$ cat src/rtl/ul_pow_pkg.sv
// Shared constants, FSM encoding and pipeline sideband layout for the
// 60 MHz uplink per-antenna power measurement block.
package ul_pow_pkg;

    localparam int unsigned XNUM_DEF = 8;
    localparam int unsigned SLOT_W   = 4;

    localparam int unsigned I_MSB = 31;
    localparam int unsigned I_LSB = 16;
    localparam int unsigned Q_MSB = 15;
    localparam int unsigned Q_LSB = 0;

    localparam logic [1:0] ST_IDLE  = 2'd0;
    localparam logic [1:0] ST_ARM   = 2'd1;
    localparam logic [1:0] ST_ACC   = 2'd2;
    localparam logic [1:0] ST_LATCH = 2'd3;

    // nat: the header landed where the slot counter would have wrapped anyway
    typedef struct packed {
        logic              mode;
        logic              hd;
        logic              nat;
        logic [SLOT_W-1:0] slot;
    } pow_tag_t;

    localparam int unsigned TAG_W = $bits(pow_tag_t);

    function automatic logic [SLOT_W-1:0] last_slot(input logic ant8, input int unsigned xnum);
        return ant8 ? SLOT_W'(xnum - 1) : SLOT_W'(3);
    endfunction

endpackage

$ cat src/rtl/ul_pow_sq_sum.sv
// Two-stage I^2 + Q^2 pipeline; valid and sideband tag travel alongside.
module ul_pow_sq_sum
    import ul_pow_pkg::*;
(
    input  logic             clk,
    input  logic             asy_rst,
    input  logic             i_flush,
    input  logic             i_vld,
    input  logic [31:0]      i_data,
    input  logic [TAG_W-1:0] i_tag,
    output logic             o_vld,
    output logic [31:0]      o_sum,
    output logic [TAG_W-1:0] o_tag
);

    logic signed [31:0] w_i_ext;
    logic signed [31:0] w_q_ext;
    logic [31:0]        r_i2;
    logic [31:0]        r_q2;
    logic               r_sq_vld;
    logic [TAG_W-1:0]   r_sq_tag;
    logic               r_sum_vld;
    logic [31:0]        r_sum;
    logic [TAG_W-1:0]   r_sum_tag;

    assign w_i_ext = {{16{i_data[I_MSB]}}, i_data[I_MSB:I_LSB]};
    assign w_q_ext = {{16{i_data[Q_MSB]}}, i_data[Q_MSB:Q_LSB]};

    // Each square is at most 2^30, so the unsigned sum always fits in 32 bits
    always_ff @(posedge clk) begin
        if (!asy_rst) begin
            r_sq_vld  <= 1'b0;
            r_sum_vld <= 1'b0;
            r_i2      <= '0;
            r_q2      <= '0;
            r_sq_tag  <= '0;
            r_sum     <= '0;
            r_sum_tag <= '0;
        end else begin
            r_sq_vld  <= i_vld && !i_flush;
            r_sum_vld <= r_sq_vld && !i_flush;
            r_i2      <= w_i_ext * w_i_ext;
            r_q2      <= w_q_ext * w_q_ext;
            r_sq_tag  <= i_tag;
            r_sum     <= r_i2 + r_q2;
            r_sum_tag <= r_sq_tag;
        end
    end

    assign o_vld = r_sum_vld;
    assign o_sum = r_sum;
    assign o_tag = r_sum_tag;

endmodule

$ cat src/rtl/ul_path_pow_meas_60m.sv
// Per-antenna mean power over 2^WIN_LOG2 TDM rounds, with header resync,
// back-to-back windows and 4/8-antenna mode.
module ul_path_pow_meas_60m
    import ul_pow_pkg::*;
#(
    parameter int unsigned XNUM     = XNUM_DEF,
    parameter int unsigned WIN_LOG2 = 10
) (
    input  logic        clk,
    input  logic        asy_rst,
    input  logic        i_fram_hd,
    input  logic        i_ant8_sel,
    input  logic [31:0] i_data,
    input  logic        i_data_valid,
    input  logic        i_meas_en,
    output logic [31:0] o_ant0_pow,
    output logic [31:0] o_ant1_pow,
    output logic [31:0] o_ant2_pow,
    output logic [31:0] o_ant3_pow,
    output logic [31:0] o_ant4_pow,
    output logic [31:0] o_ant5_pow,
    output logic [31:0] o_ant6_pow,
    output logic [31:0] o_ant7_pow,
    output logic        o_pow_vld,
    output logic        o_resync
);

    localparam int unsigned AW = 32 + WIN_LOG2;

    logic [1:0]          r_state;
    logic [1:0]          w_state_nxt;
    logic [SLOT_W-1:0]   r_slot_cnt;
    logic                r_mode;
    logic                w_last_prev;
    logic [SLOT_W-1:0]   w_slot_new;
    pow_tag_t            w_in_tag;
    logic                r_in_vld;
    logic [31:0]         r_in_data;
    logic [TAG_W-1:0]    r_in_tag;
    logic                w_sum_vld;
    logic [31:0]         w_sum;
    logic [TAG_W-1:0]    w_sum_tag;
    pow_tag_t            w_tag;
    logic                w_tag_last;
    logic                w_resync;
    logic                w_win_done;
    logic                w_start;
    logic [AW-1:0]       r_acc [XNUM];
    logic [AW-1:0]       w_accx [8];
    logic [WIN_LOG2-1:0] r_rcnt;
    logic                r_win_mode;
    logic                r_resync;
    logic                r_pow_vld;
    logic [31:0]         r_pow [8];

    // Slot tracking runs on the raw input stream regardless of FSM state
    assign w_last_prev = (r_slot_cnt == last_slot(r_mode, XNUM));
    assign w_slot_new  = (i_fram_hd || w_last_prev) ? '0 : r_slot_cnt + SLOT_W'(1);

    always_comb begin
        w_in_tag      = '0;
        w_in_tag.mode = i_fram_hd ? i_ant8_sel : r_mode;
        w_in_tag.hd   = i_fram_hd;
        w_in_tag.nat  = w_last_prev;
        w_in_tag.slot = w_slot_new;
    end

    always_ff @(posedge clk) begin
        if (!asy_rst) begin
            r_slot_cnt <= '0;
            r_mode     <= 1'b0;
            r_in_vld   <= 1'b0;
            r_in_data  <= '0;
            r_in_tag   <= '0;
        end else begin
            r_in_vld <= i_data_valid && i_meas_en;
            if (i_data_valid) begin
                r_slot_cnt <= w_slot_new;
                r_in_data  <= i_data;
                r_in_tag   <= w_in_tag;
                if (i_fram_hd) begin
                    r_mode <= i_ant8_sel;
                end
            end
        end
    end

    ul_pow_sq_sum u_sq_sum (
        .clk     (clk),
        .asy_rst (asy_rst),
        .i_flush (!i_meas_en),
        .i_vld   (r_in_vld),
        .i_data  (r_in_data),
        .i_tag   (r_in_tag),
        .o_vld   (w_sum_vld),
        .o_sum   (w_sum),
        .o_tag   (w_sum_tag)
    );

    assign w_tag      = pow_tag_t'(w_sum_tag);
    assign w_tag_last = (w_tag.slot == last_slot(w_tag.mode, XNUM));
    assign w_resync   = (r_state == ST_ACC) && w_sum_vld && w_tag.hd && !w_tag.nat;
    assign w_win_done = (r_state == ST_ACC) && w_sum_vld && w_tag_last && !w_resync
                        && (r_rcnt == '1);
    // A sample seeds a fresh window in ARM (header only) or in LATCH (next window's slot 0)
    assign w_start    = w_sum_vld && ((r_state == ST_LATCH) || w_tag.hd);

    always_comb begin
        w_state_nxt = r_state;
        case (r_state)
            ST_IDLE:  w_state_nxt = ST_ARM;
            ST_ARM:   if (w_sum_vld && w_tag.hd) w_state_nxt = ST_ACC;
            ST_ACC:   if (w_win_done) w_state_nxt = ST_LATCH;
            ST_LATCH: w_state_nxt = ST_ACC;
            default:  w_state_nxt = ST_IDLE;
        endcase
        if (!i_meas_en) begin
            w_state_nxt = ST_IDLE;
        end
    end

    always_ff @(posedge clk) begin
        if (!asy_rst) begin
            r_state <= ST_IDLE;
        end else begin
            r_state <= w_state_nxt;
        end
    end

    always_ff @(posedge clk) begin
        if (!asy_rst) begin
            for (int unsigned k = 0; k < XNUM; k++) begin
                r_acc[k] <= '0;
            end
            r_rcnt     <= '0;
            r_win_mode <= 1'b0;
            r_resync   <= 1'b0;
        end else begin
            r_resync <= w_resync;
            case (r_state)
                ST_ACC: begin
                    if (w_sum_vld) begin
                        r_win_mode <= w_tag.mode;
                        if (w_resync) begin
                            for (int unsigned k = 0; k < XNUM; k++) begin
                                r_acc[k] <= (w_tag.slot == SLOT_W'(k)) ? {{WIN_LOG2{1'b0}}, w_sum} : '0;
                            end
                            r_rcnt <= '0;
                        end else begin
                            for (int unsigned k = 0; k < XNUM; k++) begin
                                if (w_tag.slot == SLOT_W'(k)) begin
                                    r_acc[k] <= r_acc[k] + {{WIN_LOG2{1'b0}}, w_sum};
                                end
                            end
                            if (w_tag_last) begin
                                r_rcnt <= r_rcnt + WIN_LOG2'(1);
                            end
                        end
                    end
                end
                ST_ARM, ST_LATCH: begin
                    for (int unsigned k = 0; k < XNUM; k++) begin
                        r_acc[k] <= (w_start && (w_tag.slot == SLOT_W'(k)))
                                    ? {{WIN_LOG2{1'b0}}, w_sum} : '0;
                    end
                    r_rcnt <= '0;
                    if (w_start) begin
                        r_win_mode <= w_tag.mode;
                    end
                end
                default: begin
                    for (int unsigned k = 0; k < XNUM; k++) begin
                        r_acc[k] <= '0;
                    end
                    r_rcnt <= '0;
                end
            endcase
        end
    end

    for (genvar g = 0; g < 8; g++) begin : g_accx
        if (g < XNUM) begin : g_on
            assign w_accx[g] = r_acc[g];
        end else begin : g_off
            assign w_accx[g] = '0;
        end
    end

    // LATCH reads the accumulators before the same edge clears them
    always_ff @(posedge clk) begin
        if (!asy_rst) begin
            r_pow_vld <= 1'b0;
            for (int unsigned k = 0; k < 8; k++) begin
                r_pow[k] <= '0;
            end
        end else begin
            r_pow_vld <= (r_state == ST_LATCH);
            if (r_state == ST_LATCH) begin
                for (int unsigned k = 0; k < 8; k++) begin
                    r_pow[k] <= (k < 4 || r_win_mode) ? w_accx[k][AW-1:WIN_LOG2] : '0;
                end
            end
        end
    end

    assign o_ant0_pow = r_pow[0];
    assign o_ant1_pow = r_pow[1];
    assign o_ant2_pow = r_pow[2];
    assign o_ant3_pow = r_pow[3];
    assign o_ant4_pow = r_pow[4];
    assign o_ant5_pow = r_pow[5];
    assign o_ant6_pow = r_pow[6];
    assign o_ant7_pow = r_pow[7];
    assign o_pow_vld  = r_pow_vld;
    assign o_resync   = r_resync;

endmodule

$ cat config.mk
export PLATFORM = sky130hd
export DESIGN_NAME = ul_path_pow_meas_60m
export DESIGN_NICKNAME = d
export VERILOG_FILES = /design/src/rtl/ul_pow_pkg.sv /design/src/rtl/ul_pow_sq_sum.sv /design/src/rtl/ul_path_pow_meas_60m.sv
export SDC_FILE = /design/constraint.sdc
export NUM_CORES = 2
export LEC_CHECK = 0
export CORE_MARGIN = 4
export CORE_UTILIZATION = 65
export CTS_CLUSTER_SIZE = 24
export DETAILED_ROUTE_END_ITERATION = 7
export GPL_TIMING_DRIVEN = 0
export PLACE_DENSITY = 0.85
export SLEW_MARGIN = 20
export SYNTH_ARGS = -nofsm -noshare
export SYNTH_HDL_FRONTEND = slang
export SYNTH_HIERARCHICAL = 1
export SYNTH_SLANG_ARGS = --single-unit
$ cat constraint.sdc
create_clock -name clk -period 11.3 [get_ports clk]
set_input_delay 1.13 -clock clk [delete_from_list [all_inputs] [get_ports clk]]
set_output_delay 1.13 -clock clk [all_outputs]
set_load 0.05 [all_outputs]
Word level (Yosys, flattened, before mapping)
Memory sizes are Yosys's and may differ from the RTL's. Index checks and enable logic that the tools add are counted.

Add/subtract/negate cells: 11. Multipliers: 2. Equality and inequality tests: 17. Muxes and demuxes: 135. Bitwise gates (word level): 40. Reductions and logical operators: 34.

Operators with widths (number): 2-to-1 mux 42 bit (32); 2-to-1 mux 32 bit (28); adder 42 x 32 -> 42 bit (8); 2-to-1 mux 1 bit (66); multiplier 16 x 16 -> 32 bit (2); OR 1 bit (40); adder 32 bit (1); 2-to-1 mux 10 bit (2); logical AND 1 bit (19); equality test 4 x 3 -> 1 bit (second input constant) (4); adder 10 x 1 -> 10 bit (second input constant) (1); equality test 10 bit (second input constant) (1); equality test 4 x 2 -> 1 bit (second input constant) (2); equality test 4 x 3 -> 1 bit (2); one-hot mux 2 bit (4 select lines) (1); AND reduction 2 bit (4); 2-to-1 mux 3 bit (2); != test 2 bit (second input constant) (3); adder 4 x 1 -> 4 bit (second input constant) (1); equality test 2 bit (second input constant) (2); equality test 4 x 1 -> 1 bit (second input constant) (1); zero test 4 bit (1); 2-to-1 mux 2 bit (2); 2-to-1 mux 4 bit (1); 10 further kinds (13).

Register bits: 172. Memory bits (writable): 592. Input port bits: 38. Output and inout bits: 258. Logic and storage cells: 258. Memories kept: 2.

Memories: r_acc (depth 8, width 42, read ports 8, clocked after Yosys merged registers in 0, write ports 8, line ul_path_pow_meas_60m.sv:48) `logic [AW-1:0] r_acc [XNUM];`; r_pow (depth 8, width 32, read ports 8, clocked after Yosys merged registers in 0, write ports 8, line ul_path_pow_meas_60m.sv:54) `logic [31:0] r_pow [8];`.

Longest topological paths before layout
Depth in word-level cells: 13. Depth in mapped cells: 24. Depth with buffers taken out: 23.

Cells and area by module
Netlist, hierarchy kept.

By module, submodules not included: ul_path_pow_meas_60m (instances 1, cells each 3873, area each 39794.4 um2, seq. area each 18778.0 um2); ul_pow_sq_sum (instances 1, cells each 2379, area each 21844.7 um2, seq. area each 2202.1 um2).

Worst setup path before layout
OpenSTA, ideal clock, no wires.

Path kind: input -> register. From: input asy_rst. To: memory r_pow[0][0], enable pin. Setup time: 1.979 ns. Arrival: 6.025 ns. Required time: 9.321 ns. Path slack: 3.295 ns. Stages on the path: 4. Cells stage by stage: clkbuf_1 > clkbuf_1 > clkbuf_1 > nand2_1.

RTL lines: start, declared (line ul_path_pow_meas_60m.sv:10) `input logic asy_rst,`; end, declared (line ul_path_pow_meas_60m.sv:54).

Worst setup path in the final report
From: register r_in_data[5]. To: register u_sq_sum.r_q2[31].

Cells in the longest elaborated chain, start to end: 1.

RTL lines: start, declared (line ul_path_pow_meas_60m.sv:38) `logic [31:0] r_in_data;`; start signal, assigned (line ul_path_pow_meas_60m.sv:79) `r_in_data <= i_data;`; multiplier 16 x 16 -> 32 bit (line ul_pow_sq_sum.sv:43) `r_q2 <= w_q_ext * w_q_ext;`; end signal, assigned (line ul_pow_sq_sum.sv:43); end, declared (line ul_pow_sq_sum.sv:19) `logic [31:0] r_q2;`.

No other way between the ends. A chain may end at the register's enable or synchronous reset.

==> qor.csv <==
metric,value,unit
status,"finished, final reports clean",
max_cap viols,0,
routing usage on met3,6.86,%
Skew-Pair Late Insertion Delay,0.66,ns
grt met1 use,43.8,%
Final Hold Fails,0,
FILL cells,6544,
Die W,316,um
clk buf depth,3,
fin crit share,68.1,%
PortBufs,295,
Setup Viol. Count Final,0,
First-pass DRT Iterations,6,
post-synthesis cell count,6252,
Fmax,0.130,GHz
number of vias per cell,6.14,
dominant cell type by area after synthesis,edfxtp_1,
Required @ worst endpoint,11.81,ns
"Setup Fix Bufs, Post-CTS",0,
clk sinks,757,
Synth Flop Type,edfxtp_1,
Mapped Nets,7227,
Final Wtd Congestion,1.00,
Slew Limit Fails,0,
drc violations,0,
Peak VDD IR,118,uV
crit start category,flop,
max incr delay on CP,0.81,ns
total number of vias,48851,
crit path max fanout,10,
post-synth top area share,28.4,%
Tot Pwr,9.06,mW
pin count of the biggest net entering global routing,66,
Final Util,73.9,%
final wirelength,176000,um
Reg area,0.0210,mm^2
Antenna Cells,0,
TNS Setup,0,ns
fin cells,7962,
"Distinct cells, synth",115,
Worst slew margin,14.9,%
Post-synth ARST share,0,%
critical path's slowest cell,nor4b_1,
area occupied by multi-input gates,0.0371,mm^2
share of cells above drive strength 1,4.22,%
clock skew,0.0260,ns
Post-synth EDFFs,582,
GRT Max-Usage Layer,met2,
all-layer global routing usage,35.2,%
post-synthesis register bit count,757,
sequential-to-total area share from yosys stat,34.0,%
Critical Path AT,8.20,ns
Placed Cells incl. Taps,7814,
initial core utilization,65.7,%
CTS H-tree lvls,3,
Hold WC Path Type,flop to flop,
DP Worst Slack,3.89,ns
number of CTS-inserted buffers,81,
Ys Warns,6,
design area,0.0693,mm^2
syn avg cell area,9.86,um^2
CP endpoint kind,flop,
synth top area cells,"edfxtp_1 28%, fa_1 16%, ha_1 9.3%",
minimum clock period,7.69,ns
Layout Area Growth over Synthesis,12.5,%
Final #Nets,7619,
most frequent cells after synthesis,"713 x inv_1, 582 x edfxtp_1, 532 x nand2_1",
CTS tree,built,
placed cell area,0.0666,mm^2
hold buffers post-CTS,0,
vias in the first global route,48558,
IO Pins,296,
Detail Route Antenna Nets,0,
initial antenna violation count,5,
Worst-path clk slew,0.06,ns
final hold slack,0.432,ns
CP Class,flop to flop,
grt ovf,0,
area of the mapped netlist,0.0616,mm^2
Die Area,0.0998,mm^2
crit path cell chain,clkbuf_1 > clkbuf_1 > nand2_1 > fa_1 > fa_1 > fa_1 > inv_1 > fa_1 > fa_1 > inv_1 > fa_1 > inv_1 > ha_1 > clkbuf_1 > nand3_1 > nor3_1 > nor4b_1 > o21ai_1 > a211oi_1 > or3_1 > a21oi_1,
core area,0.0937,mm^2
post_cts resized,0,
first-pass GRT wire length,270000,um
cell repeated most along the worst path,fa_1,
most numerous cell in the Yosys netlist,inv_1,
HPWL after DPL,131000,um
Pleak,31.5,nW
met2 track demand over resource,57.0,%
initial DRC count,4740,
root buf cell,clkbuf_16,
Tightest Pin Transition,1.27,ns
row count,112,
setup repair after global routing missed its margin,false,
Die H,316,um
pwr/cell area,131,mW/mm^2
fin worst setup slack,3.61,ns
drt wl/cell,22.1,um
-- critical path: cells and delay by family, from the launching register on --
family                     cells  cell delay (ns)
adders and majority gates      7             3.41
and+or+nand+nor                5             1.61
buffers and inverters          6             1.50
AOI/OAI and AO/OA              3             0.66
DFF                            1             0.34
-- layout make-up --
type / count / area share [%]
clock buffer: 109 / 3.45
sequential: 757 / 30.3
multi-input combinational: 4554 / 53.6
clock inverter: 38 / 0.509
tap: 1254 / 2.26
timing repair buffer: 309 / 4.75
buffer: 228 / 1.31
inverter: 713 / 3.86
-- power by group --
group	switching [mW]	internal (mW)
combinational	1.78	0.996
clock	1.16	1.61
sequential	0.404	3.11
total	3.34	5.72
-- kinds of logic (layout without fill, tap and decap cells) --
group           after synthesis  after routing  share of synthesized area (%)
buf+inv                     941           1397                           5.81
fa+ha+maj                   937            937                           24.8
flops                       757            757                           34.0
mux                          51             51                          0.830
compound gates             1353           1353                           14.5
simple gates               1850           1850                           14.8
xor+xnor                    363            363                           5.16
-- registers in the layout (all words and copies together), names as in the netlist, 2 cells and up --
signal,count
r_state,2
r_acc,336
r_slot_cnt,3
r_rcnt,10
u_sq_sum/r_sq_tag,7
r_in_data,32
u_sq_sum/o_sum,32
u_sq_sum/o_tag,7
r_pow,256
u_sq_sum/r_i2,31
u_sq_sum/r_q2,31
r_in_tag,3
-- placed cells by master (no fill, tap or decap), drive strengths merged, types with 20 or more instances in the layout --
cell type	n
nor2b	86
clkinv	26
nor2	409
o21ai	334
nand3	98
nor3	68
xnor2	206
nand4	32
clkbuf	299
nand2	533
xor2	157
a211oi	59
a22oi	38
mux2i	50
a21o	156
a22o	50
a21oi	390
o21bai	44
edfxtp	582
or3	48
o211ai	24
buf	52
fa	478
a31oi	42
o21a	31
dfxtp	175
nand2b	71
o31ai	20
and3	124
ha	459
clkdlybuf4s50	295
inv	719
and2	315
-- worst paths after layout --
path	to	slack, ns	from	cells after the start
worst min-delay path	u_sq_sum/o_tag[0]$_SDFF_PN0_	0.43	u_sq_sum/r_sq_tag[0]$_SDFF_PN0_	1
worst max-delay path	u_sq_sum/r_q2[31]$_SDFF_PN0_	3.61	r_in_data[5]$_SDFFE_PN0P_	21
worst max register to register	u_sq_sum/r_q2[31]$_SDFF_PN0_	3.61	r_in_data[5]$_SDFFE_PN0P_	21
worst min register to register	u_sq_sum/o_tag[0]$_SDFF_PN0_	0.43	u_sq_sum/r_sq_tag[0]$_SDFF_PN0_	1
-- metal layers --
metal / routed length, um / vias up
met5: 32 / -
met1: 63800 / 23499
li1: - / 22299
met4: 13200 / 4
met2: 81100 / 2431
met3: 17700 / 618
(Power assumes the default switching activity.)
